**config.mk**
```make
export PLATFORM = sky130hd
export DESIGN_NAME = decrement_scheduler
export DESIGN_NICKNAME = d
export VERILOG_FILES = /design/src/rtl/decrement_scheduler.sv
export SDC_FILE = /design/constraint.sdc
export NUM_CORES = 1
export LEC_CHECK = 0
export CAP_MARGIN = 20
export CORE_MARGIN = 5
export CORE_UTILIZATION = 46
export DETAILED_ROUTE_END_ITERATION = 8
export PLACE_DENSITY_LB_ADDON = 0.08
export SLEW_MARGIN = 0
export SYNTH_ARGS = -nofsm -noshare
export SYNTH_HDL_FRONTEND = slang
export SYNTH_SLANG_ARGS = --single-unit
```
**constraint.sdc**
```tcl
create_clock -name clk -period 1.8 [get_ports clk]
set_input_delay 0.36 -clock clk [delete_from_list [all_inputs] [get_ports clk]]
set_output_delay 0.36 -clock clk [all_outputs]
set_load 0.02 [all_outputs]
```
**src/rtl/decrement_scheduler.sv**
```systemverilog
// Round-robin scheduler sharing one external combinational decrementor between
// NUM_CH countdown channels. Each channel holds a count; loads start/restart it,
// grants write back the decremented value and raise a one-cycle done pulse at zero.
module decrement_scheduler #(
  parameter  int unsigned N      = 4,
  parameter  int unsigned NUM_CH = 4,
  localparam int unsigned CH_W   = $clog2(NUM_CH)
) (
  input  logic              clk,
  input  logic              rst_n,
  input  logic [NUM_CH-1:0] ld_mask,
  input  logic [N-1:0]      ld_value,
  output logic [N-1:0]      dec_in,
  input  logic [N-1:0]      dec_out,
  output logic              grant_valid,
  output logic [CH_W-1:0]   grant_ch,
  output logic [NUM_CH-1:0] active,
  output logic [NUM_CH-1:0] done,
  output logic              busy
);

  logic [N-1:0]      cnt_q    [NUM_CH];
  logic [N-1:0]      cnt_d    [NUM_CH];
  logic [NUM_CH-1:0] active_q, active_d;
  logic [NUM_CH-1:0] done_q,   done_d;
  logic [CH_W-1:0]   rr_q,     rr_d;

  logic              gnt_valid;
  logic [CH_W-1:0]   gnt_ch;
  logic              gnt_found;

  // Channel index base+off, wrapping at NUM_CH (NUM_CH need not be a power of two).
  function automatic logic [CH_W-1:0] wrap_add(input logic [CH_W-1:0] base,
                                               input int unsigned     off);
    int unsigned s;
    s = 32'(base) + off;
    if (s >= NUM_CH) s = s - NUM_CH;
    return s[CH_W-1:0];
  endfunction

  // Grant search: first active channel from rr_q upward with wrap.
  always_comb begin
    gnt_valid = |active_q;
    gnt_ch    = '0;
    gnt_found = 1'b0;
    for (int unsigned i = 0; i < NUM_CH; i++) begin
      if (!gnt_found && active_q[wrap_add(rr_q, i)]) begin
        gnt_found = 1'b1;
        gnt_ch    = wrap_add(rr_q, i);
      end
    end
  end

  // Next state: grant write-back first, then loads override per channel.
  always_comb begin
    cnt_d    = cnt_q;
    active_d = active_q;
    done_d   = '0;
    rr_d     = rr_q;
    if (gnt_valid) begin
      rr_d = wrap_add(gnt_ch, 1);
      if (!ld_mask[gnt_ch]) begin
        cnt_d[gnt_ch] = dec_out;
        if (dec_out == '0) begin
          active_d[gnt_ch] = 1'b0;
          done_d[gnt_ch]   = 1'b1;
        end
      end
    end
    for (int unsigned c = 0; c < NUM_CH; c++) begin
      if (ld_mask[c]) begin
        cnt_d[c]    = ld_value;
        active_d[c] = (ld_value != '0);
        done_d[c]   = (ld_value == '0);
      end
    end
  end

  // State registers with asynchronous active-low clear.
  always_ff @(posedge clk or negedge rst_n) begin
    if (!rst_n) begin
      for (int unsigned c = 0; c < NUM_CH; c++) cnt_q[c] <= '0;
      active_q <= '0;
      done_q   <= '0;
      rr_q     <= '0;
    end else begin
      cnt_q    <= cnt_d;
      active_q <= active_d;
      done_q   <= done_d;
      rr_q     <= rr_d;
    end
  end

  // Output drive: operand to the shared decrementor and status.
  always_comb begin
    grant_valid = gnt_valid;
    grant_ch    = gnt_ch;
    dec_in      = gnt_valid ? cnt_q[gnt_ch] : '0;
    active      = active_q;
    done        = done_q;
    busy        = |active_q;
  end

endmodule

```
==> qor.txt, run 1 <==
peak supply drop: 0.934 mV
Initial Util: 0.488
drt drc: 0
Synth Net Count: 172
first-pass GRT wire length: 8.96 mm
Routed WL: 7.27 mm
Tmin final: 2.35 ns
Final Net Count: 243
Reg-to-Reg End: cnt_q[6]
RSZ-0062 raised after global routing: true
Placed Instances: 249
Pins Over Slew Limit: 0
Sink Count: 26
cell area after synthesis: 1510 µm²
syn avg cell area: 9.58 µm²
Initial DRT Pass Iterations: 6
final-report hold violation count: 0
data arrival time of the worst path: 1.99 ns
Clock transition at path regs: 0.16 ns
crit-path cells: nor2b_1, nor3_4, o22ai_4, buf_12, mux2i_2, o22ai_4, buf_6
largest net degree at the start of global routing: 27
Max Cap Violations: 0
register area: 658 µm²
Post-Syn Instances: 158
hpwl dp: 3.25 mm
Detail Route Antenna Nets: 0
area grow syn2layout: 82.6%
Fmax: 425 MHz
total number of vias: 1841
Max Clock Skew: 0.0142 ns
clk_lat worst skew: 0.33 ns
core box area: 3100 µm²
wire per inst: 26.7 µm
antenna violations before repair: 0
ys async rst share: 1.00
non-filler instance count after layout: 272
Die Ht: 67.4 µm
sequential share of the synthesized area: 0.430
die area: 4540 µm²
critical path class: reg -> out
worst r2r path cells: 12
Initial DRC Count: 169
Placer Congestion: 0.879
Multi-input gate area: 1220 µm²
fin crit share: 1.31
Setup violations, final: 31
fillers: 139
worst reg2reg startpoint: active[2]
failing checks: setup timing
Top Ports: 30
GRT overflow: 0
worst slew pin tran: 0.668 ns
CP endpoint kind: output port
row count: 20
CTS H-Tree Depth: 1
share of cells above drive strength 1: 0.548
most frequent cells in the layout: buf_4, dfrtp_1, clkdlybuf4s50_1, buf_6, nor2b_1
ANT cells: 0
register bit total from synthesis: 26
Slowest cell on crit path: dfrtp_2
Layout Utilization: 0.891
R2R Setup Slk: -0.42 ns
CP max FO: 12
die width: 67.4 µm
leading cell type in the layout, fill and taps excluded: buf_4
design area: 2770 µm²
PD cells: 1640 nW/µm²
total CTS buffers: 3
Vias/cell: 6.77
Post-synth EDFFs: 0
Slew HR: 0.553
Leak: 1.09 nW
Synth Flop Type: dfrtp_1
Port Buffers: 29
Req. time, crit path: 1.44 ns
Clock Tree Buf Depth: 2
most frequent CP cell: o22ai_4
vias in the first global route: 1696
delay of the slowest critical-path stage: 0.46 ns
Tot GR Track Use: 0.273
setup TNS: -8.65 ns
HP Class: in -> async
Ys Warns: 0
CP startpoint kind: register
Yosys cell types: 34
post-route setup slack: -0.554 ns
CTS tree: yes
status: complete, but fails checks
Root Driver: clkbuf_4
Post-DP Area: 2140 µm²
## critical path: cells and delay by family (launching register included)
kind	cells	cell delay [ns]
flip-flops	1	0.46
buffers and inverters	2	0.34
AND/OR/NAND/NOR	2	0.32
multiplexers	1	0.30
AO/OA/AOI/OAI	2	0.22
## sequential cells by signal (all words and copies together), names as in the netlist
register	count
done	4
rr_q	2
active	4
cnt_q	16
## worst max-delay path by stage
stage                   start         to  depth (start not counted)
finish              active[3]  dec_in[1]                          7
global route        active[0]  dec_in[1]                          7
CTS                 active[0]  dec_in[3]                          7
detailed placement    rr_q[0]  dec_in[3]                          6
global placement      rr_q[0]  dec_in[3]                          6
floorplan           active[3]  dec_in[1]                          6
## where the power goes
group	total (mW)	switching (mW)	leakage [nW]	internal [mW]
logic	3.35	1.67	0.777	1.68
clock network	0.275	0.188	0.0150	0.0868
registers	0.926	0.200	0.298	0.725
## per-layer routing
layer	part of all wire	routed length, µm	GRT usage	vias up
met5	0	0	0	-
met4	0.061	440	0.116	0
met3	0.096	695	0.0300	59
met2	0.48	3470	0.464	180
met1	0.37	2660	0.350	882
li1	-	-	-	720
## through the flow
step / hold slack (ns) / setup WS (ns) / power [mW]
3_3_place_gp: 0.528 / -0.740 / 2.79
3_5_place_dp: 0.534 / -0.793 / 2.85
4_1_cts: 0.381 / -0.460 / 3.81
6_report: 0.393 / -0.554 / 4.55
5_1_grt: 0.401 / -0.679 / 4.67
2_1_floorplan: 0.0644 / -0.0654 / 2.14
## synthesized netlist by cell type (3+ instances only)
master | number | share of area
a21oi_1 | 12 | 0.040
a31oi_1 | 12 | 0.050
buf_2 | 4 | 0.013
clkbuf_1 | 4 | 0.0099
dfrtp_1 | 26 | 0.43
inv_2 | 3 | 0.0074
mux2_1 | 4 | 0.030
mux2_2 | 4 | 0.030
mux2i_1 | 8 | 0.053
nand2_1 | 11 | 0.027
nor2_1 | 7 | 0.017
nor2b_1 | 15 | 0.062
o21ai_0 | 12 | 0.040
o21ai_1 | 6 | 0.020
o22ai_1 | 4 | 0.017
o31ai_1 | 3 | 0.015
## kinds of logic after synthesis
group / share of synthesized area
buffers and inverters: 0.0430
flip-flops: 0.430
AO/OA/AOI/OAI: 0.245
AND/OR/NAND/NOR: 0.170
multiplexers: 0.112
## repair_timing
action / in CTS / in global routing
setup buffers: 11 / 12
hold buffers: 0 / 0
pin swaps: 19 / 23
cloned: 1 / 0
gates resized for setup: 98 / 54
setup endpoints to repair: 34 / 31
## cell type report
type / instances / share of cell area
Clock buffer: 4 / 0.00950
Timing Repair Buffer: 77 / 0.282
Sequential cell: 26 / 0.238
Multi-Input combinational cell: 118 / 0.441
Tap cell: 44 / 0.0199
Inverter: 3 / 0.00950
Power figures use the tool's default switching activity.
==> run 2: changes to the inputs <==
- CELL_PAD_IN_SITES_DETAIL_PLACEMENT: default -> 0
- CELL_PAD_IN_SITES_GLOBAL_PLACEMENT: default -> 1
- CORE_MARGIN: 5 -> default
- CORE_UTILIZATION: 46 -> 35
- CTS_CLUSTER_SIZE: default -> 25
==> run 2 against run 1 <==
Against the previous run: the run still ends with setup timing left; critical path depth unchanged; maximum frequency up 3.8%; flip-flop and latch count unchanged; final cell count up 3.7%; largest cell class unchanged; wire length down 24%.
==> qor.txt, run 2 (synthesis gave the netlist of run 1 again) <==
peak supply drop: 0.857 mV (-8.2%)
Comb power frac: 0.710 (-0.026)
Req. time, crit path: 1.44 ns (about the same)
most frequent cells in the layout: buf_4, dfrtp_1, buf_6
Net Switching: 1.87 mW (-8.8%)
Slew HR: 0.580 (+0.0266)
worst slack, placed: -0.893 ns (-0.0992 ns)
area grow syn2layout: 82.4%
hpwl dp: 3.29 mm (+1.2%)
Fmax: 441 MHz (+3.8%)
Die Ht: 67.8 µm (+0.59%)
Placer Congestion: 0.857 (-2.6%)
switching part of the total: 0.425 (-0.0263)
CP startpoint kind: register
Setup violations, final: 31 (unchanged)
post-route setup slack: -0.469 ns (+0.0851 ns)
Port Buffers: 29 (unchanged)
ANT cells: 0 (unchanged)
fin crit share: 1.26 (-0.0473)
Clock transition at path regs: 0.10 ns (-0.06 ns)
Vias/cell: 5.67 (-16%)
final-report hold violation count: 0 (unchanged)
drt drc: 0 (unchanged)
Leak: 1.11 nW (+1.8%)
Reg-to-Reg End: active[2]
R2R Setup Slk: -0.41 ns (about the same)
wire per inst: 19.7 µm (-26%)
die width: 67.8 µm (+0.59%)
clk_lat worst skew: 0.28 ns (-0.05 ns)
RSZ-0062 raised after global routing: true
row count: 23 (+15%)
leading cell type in the layout, fill and taps excluded: buf_4
Largest Register: cnt_q
core box area: 4090 µm² (+32%)
worst r2r path cells: 10 (-2)
Final Net Count: 247 (+1.6%)
Initial DRC Count: 56 (-67%)
worst slew pin tran: 0.628 ns (-0.0397 ns)
Top Ports: 30 (unchanged)
data arrival time of the worst path: 1.91 ns (-0.08 ns)
Detail Route Antenna Nets: 0 (unchanged)
Pins Over Slew Limit: 0 (unchanged)
CP endpoint kind: output port
PD cells: 1590 nW/µm² (-3.1%)
largest net degree at the start of global routing: 27 (unchanged)
status: complete, but fails checks
Setup crit end: dec_in[1]
failing checks: setup timing
Max Cap Violations: 0 (unchanged)
share of cells above drive strength 1: 0.517 (-0.0310)
GRT overflow: 0 (unchanged)
CTS H-Tree Depth: 1 (unchanged)
CTS tree: yes
total number of vias: 1599 (-13%)
Root Driver: clkbuf_8
crit path from: rr_q[0]
setup TNS: -6.28 ns (+2.38 ns)
die area: 4590 µm² (+1.2%)
antenna violations before repair: 0 (unchanged)
Sink Count: 26 (unchanged)
hold buffers post-CTS: 0 (unchanged)
Tmin final: 2.27 ns (-0.0851 ns)
Tot GR Track Use: 0.265 (-0.00786)
Max Clock Skew: 0.00245 ns (-0.0117 ns)
critical path class: reg -> out
Tot Pwr: 4.40 mW (-3.2%)
HP Class: in -> async
Pint: 2.53 mW (+1.4%)
Routed WL: 5.55 mm (-24%)
first-pass GRT wire length: 8.63 mm (-3.7%)
total CTS buffers: 3 (unchanged)
Clock Tree Buf Depth: 2 (unchanged)
worst reg2reg startpoint: rr_q[0]
Clock Power Share: 0.091 (+0.031)
Placed Instances: 255 (+2.4%)
non-filler instance count after layout: 282 (+3.7%)
Initial Util: 0.370 (-0.117)
max FFs per register: 16 (unchanged)
CP max FO: 4 (-8)
vias in the first global route: 1623 (-4.3%)
Initial DRT Pass Iterations: 4 (-2)
part of the power in registers: 0.200 (-0.004)
-- run 2: cell count changes in the layout (fill, tap and decap cells not counted), sizes merged --
cell           before  now
dlygate4sd2         4    1
buf                56   58
o22ai               5    7
dlymetal6s2s        0    2
clkdlybuf4s15       0    1
-- run 2: worst min-delay path by stage --
| stage | to | slack [ns] | cells after the start |
|---|---|---|---|
| 2_1_floorplan | active[0] | 0.06 | 0 |
| 3_3_place_gp | cnt_q[2] | 0.53 | 2 |
| 3_5_place_dp | cnt_q[2] | 0.53 | 2 |
| 4_1_cts | done[2] | 0.46 | 2 |
| 5_1_grt | active[1] | 0.50 | 2 |
| 6_report | active[0] | 0.45 | 2 |
-- run 2: area by class of cell --
class / count / area, µm²
clock buffers: 4 / 55.1
multi-input cells: 120 / 1180
inverters: 3 / 23.8
flip-flops and latches: 26 / 658
fillers: 303 / 1330
well taps: 50 / 62.6
repair buffers: 79 / 786
-- run 2: metrics by stage --
stage	util	hold WS, ns	area [µm²]
3_5_place_dp	0.522	0.533	2130
2_1_floorplan	-	0.0644	1630
3_3_place_gp	0.522	0.533	2130
6_report	0.676	0.452	2760
5_1_grt	0.676	0.503	2760
4_1_cts	0.628	0.461	2570
-- run 2: power groups by stage --
stage               sequential (mW)  clock (mW)  combinational [mW]
finish                        0.878       0.399                3.12
global route                  0.893       0.430                3.28
CTS                           0.868       0.404                2.84
detailed placement            0.845           0                1.97
global placement              0.836           0                1.94
floorplan                     0.843           0                1.30
-- run 2: routing by layer --
metal	share of wire	global-route usage	vias to the layer above	wire length (µm)
li1	-	-	738	-
met1	0.44	0.349	777	2420
met2	0.48	0.452	69	2690
met3	0.055	0.0422	15	303
met4	0.024	0.0625	0	135
met5	0	0	-	0
-- run 2: repair_timing --
item,4_1_cts,5_1_grt
cloned,3,0
endpoints found under the setup margin,33,34
pin swaps,16,15
resized for setup,92,38
setup buffers,15,8
-- run 2: worst max-delay path, cell delays in order, from the launching register on --
cell and delay, ns:
dfrtp_2 0.46, nor2b_4 0.16, nor3_4 0.07, buf_4 0.15
o22ai_4 0.25, mux2i_2 0.30, o22ai_4 0.09, buf_6 0.13
==> run 3: changes to the inputs <==
- CORE_UTILIZATION: 35 -> 39
- PLACE_DENSITY: default -> 0.89
- PLACE_DENSITY_LB_ADDON: 0.08 -> default
- clock period: 1.8 -> 2.2 ns (I/O delays scaled with it)
==> run 3 against run 2 <==
Against the previous run: the run still ends with setup timing left; critical path depth shrank 1; highest routed layer unchanged; clock skew is 0.0036 ns higher; power shrank 45%; sequential share of layout area is 6.8 points higher; worst setup slack improved by 0.44 ns; register-to-register slack better by 0.55 ns.
==> qor.txt, run 3 (synthesis gave the netlist of run 1 again) <==
Initial DRC Count: 93 (+66%)
Post-DP Area: 2040 µm² (-4.5%)
status: complete, but fails checks
vias in the first global route: 1466 (-9.7%)
failing checks: setup timing
Root Driver: clkbuf_8
die area: 4140 µm² (-10%)
area grow syn2layout: 40.9%
Max Clock Skew: 0.00600 ns (+0.00355 ns)
Final Net Count: 227 (-8.1%)
drt drc: 0 (unchanged)
Initial Util: 0.410 (+0.0400)
Placed Instances: 254 (-0.39%)
final-report hold violation count: 0 (unchanged)
non-filler instance count after layout: 260 (-7.8%)
HP Class: in -> async
ANT cells: 0 (unchanged)
CP endpoint kind: output port
share of cells above drive strength 1: 0.302 (-0.215)
Tot GR Track Use: 0.220 (-0.0452)
Clock Tree Buf Depth: 2 (unchanged)
hpwl dp: 3.11 mm (-5.7%)
wire per inst: 16.4 µm (-17%)
largest net degree at the start of global routing: 27 (unchanged)
Detail Route Antenna Nets: 0 (unchanged)
Fmax: 449 MHz
total CTS buffers: 3 (unchanged)
CP max FO: 5 (+1)
leading cell type in the layout, fill and taps excluded: buf_4
row count: 22 (-4.3%)
fillers: 340 (+12%)
most frequent cells in the layout: buf_4, dfrtp_1, clkdlybuf4s50_1
Reg-to-Reg End: active[2]
Initial DRT Pass Iterations: 4 (unchanged)
Die Ht: 64.3 µm (-5.1%)
core box area: 3690 µm² (-9.7%)
fin crit share: 1.01
Slew HR: 0.670 (+0.0898)
Sink Count: 26 (unchanged)
Req. time, crit path: 1.76 ns (+0.32 ns)
crit path from: active[1]
Max Cap Violations: 0 (unchanged)
Setup crit end: dec_in[3]
Top Ports: 30 (unchanged)
hold buffers post-CTS: 0 (unchanged)
GRT overflow: 0 (unchanged)
Largest Register: cnt_q
worst slack, placed: -0.333 ns (+0.560 ns)
Multi-input gate area: 826 µm² (-30%)
Tot Pwr: 2.43 mW (-45%)
Port Buffers: 29 (unchanged)
worst reg2reg startpoint: rr_q[0]
CP startpoint kind: register
design area: 2130 µm² (-23%)
first-pass GRT wire length: 7.10 mm (-18%)
total number of vias: 1485 (-7.1%)
data arrival time of the worst path: 1.79 ns (-0.12 ns)
clk_lat worst skew: 0.26 ns (-0.02 ns)
antenna violations before repair: 0 (unchanged)
post-route setup slack: -0.0266 ns (+0.442 ns)
setup TNS: -0.0728 ns (+6.21 ns)
Pins Over Slew Limit: 0 (unchanged)
max FFs per register: 16 (unchanged)
peak supply drop: 0.573 mV (-33%)
die width: 64.3 µm (-5.1%)
Routed WL: 4.26 mm (-23%)
worst r2r path cells: 9 (-1)
critical path class: reg -> out
R2R Setup Slk: 0.14 ns (+0.55 ns)
CTS tree: yes
CTS H-Tree Depth: 1 (unchanged)
worst slew pin tran: 0.494 ns (-0.134 ns)
Vias/cell: 5.71 (+0.73%)
Placer Congestion: 0.868 (+1.3%)
Min Hold Slack: 0.547 ns (+0.0948 ns)
register area: 654 µm² (-0.57%)
Setup violations, final: 5 (-84%)
Clock transition at path regs: 0.09 ns (about the same)
PD cells: 1140 nW/µm² (-29%)
Tmin final: 2.23 ns
RSZ-0062 raised after global routing: true
Layout Utilization: 0.578 (-0.0974)
Leak: 0.900 nW (-19%)
==> run 3: how the worst min path moves through the flow <==
stage | from | end | cells after the start
detailed placement | cnt_q[0] | cnt_q[0] | 2
floorplan | rst_n | active[0] | 0
finish | rst_n | cnt_q[6] | 2
CTS | rst_n | cnt_q[11] | 2
global route | rst_n | active[3] | 2
global placement | cnt_q[2] | cnt_q[2] | 2
==> run 3: power by group <==
part | internal [mW] | switching (mW) | leakage [nW] | total, mW
combinational | 0.668 | 0.764 | 0.571 | 1.43
sequential | 0.593 | 0.0974 | 0.300 | 0.691
clock | 0.160 | 0.143 | 0.0288 | 0.303
==> run 3: layer usage <==
layer | up-vias | GRT usage | wire length, µm
li1 | 691 | - | -
met4 | 0 | 0.0472 | 21
met1 | 726 | 0.287 | 1780
met3 | 4 | 0.0268 | 270
met5 | - | 0 | 0
met2 | 64 | 0.386 | 2190
==> run 3: what timing repair did <==
item                                   in CTS  in global routing
gates resized for setup                    32                  7
endpoints found under the hold margin       0                  0
pin swaps                                   1                  0
setup endpoints to repair                   9                  7
buffers inserted                            1                  1
==> run 3: area by class of cell <==
class                           count  area share
Inverter                            3     0.00528
Timing Repair Buffer               61       0.247
Tap cell                           48      0.0282
Multi-Input combinational cell    118       0.387
Clock buffer                        4      0.0258
Sequential cell                    26       0.307
==> run 3: critical path, cell delays in order, from the launching register on <==
cell and delay, ns:
dfrtp_2 0.45, nor2b_2 0.21, a211oi_1 0.11, or2_4 0.25, buf_4 0.16, o22ai_1 0.18
buf_4 0.17
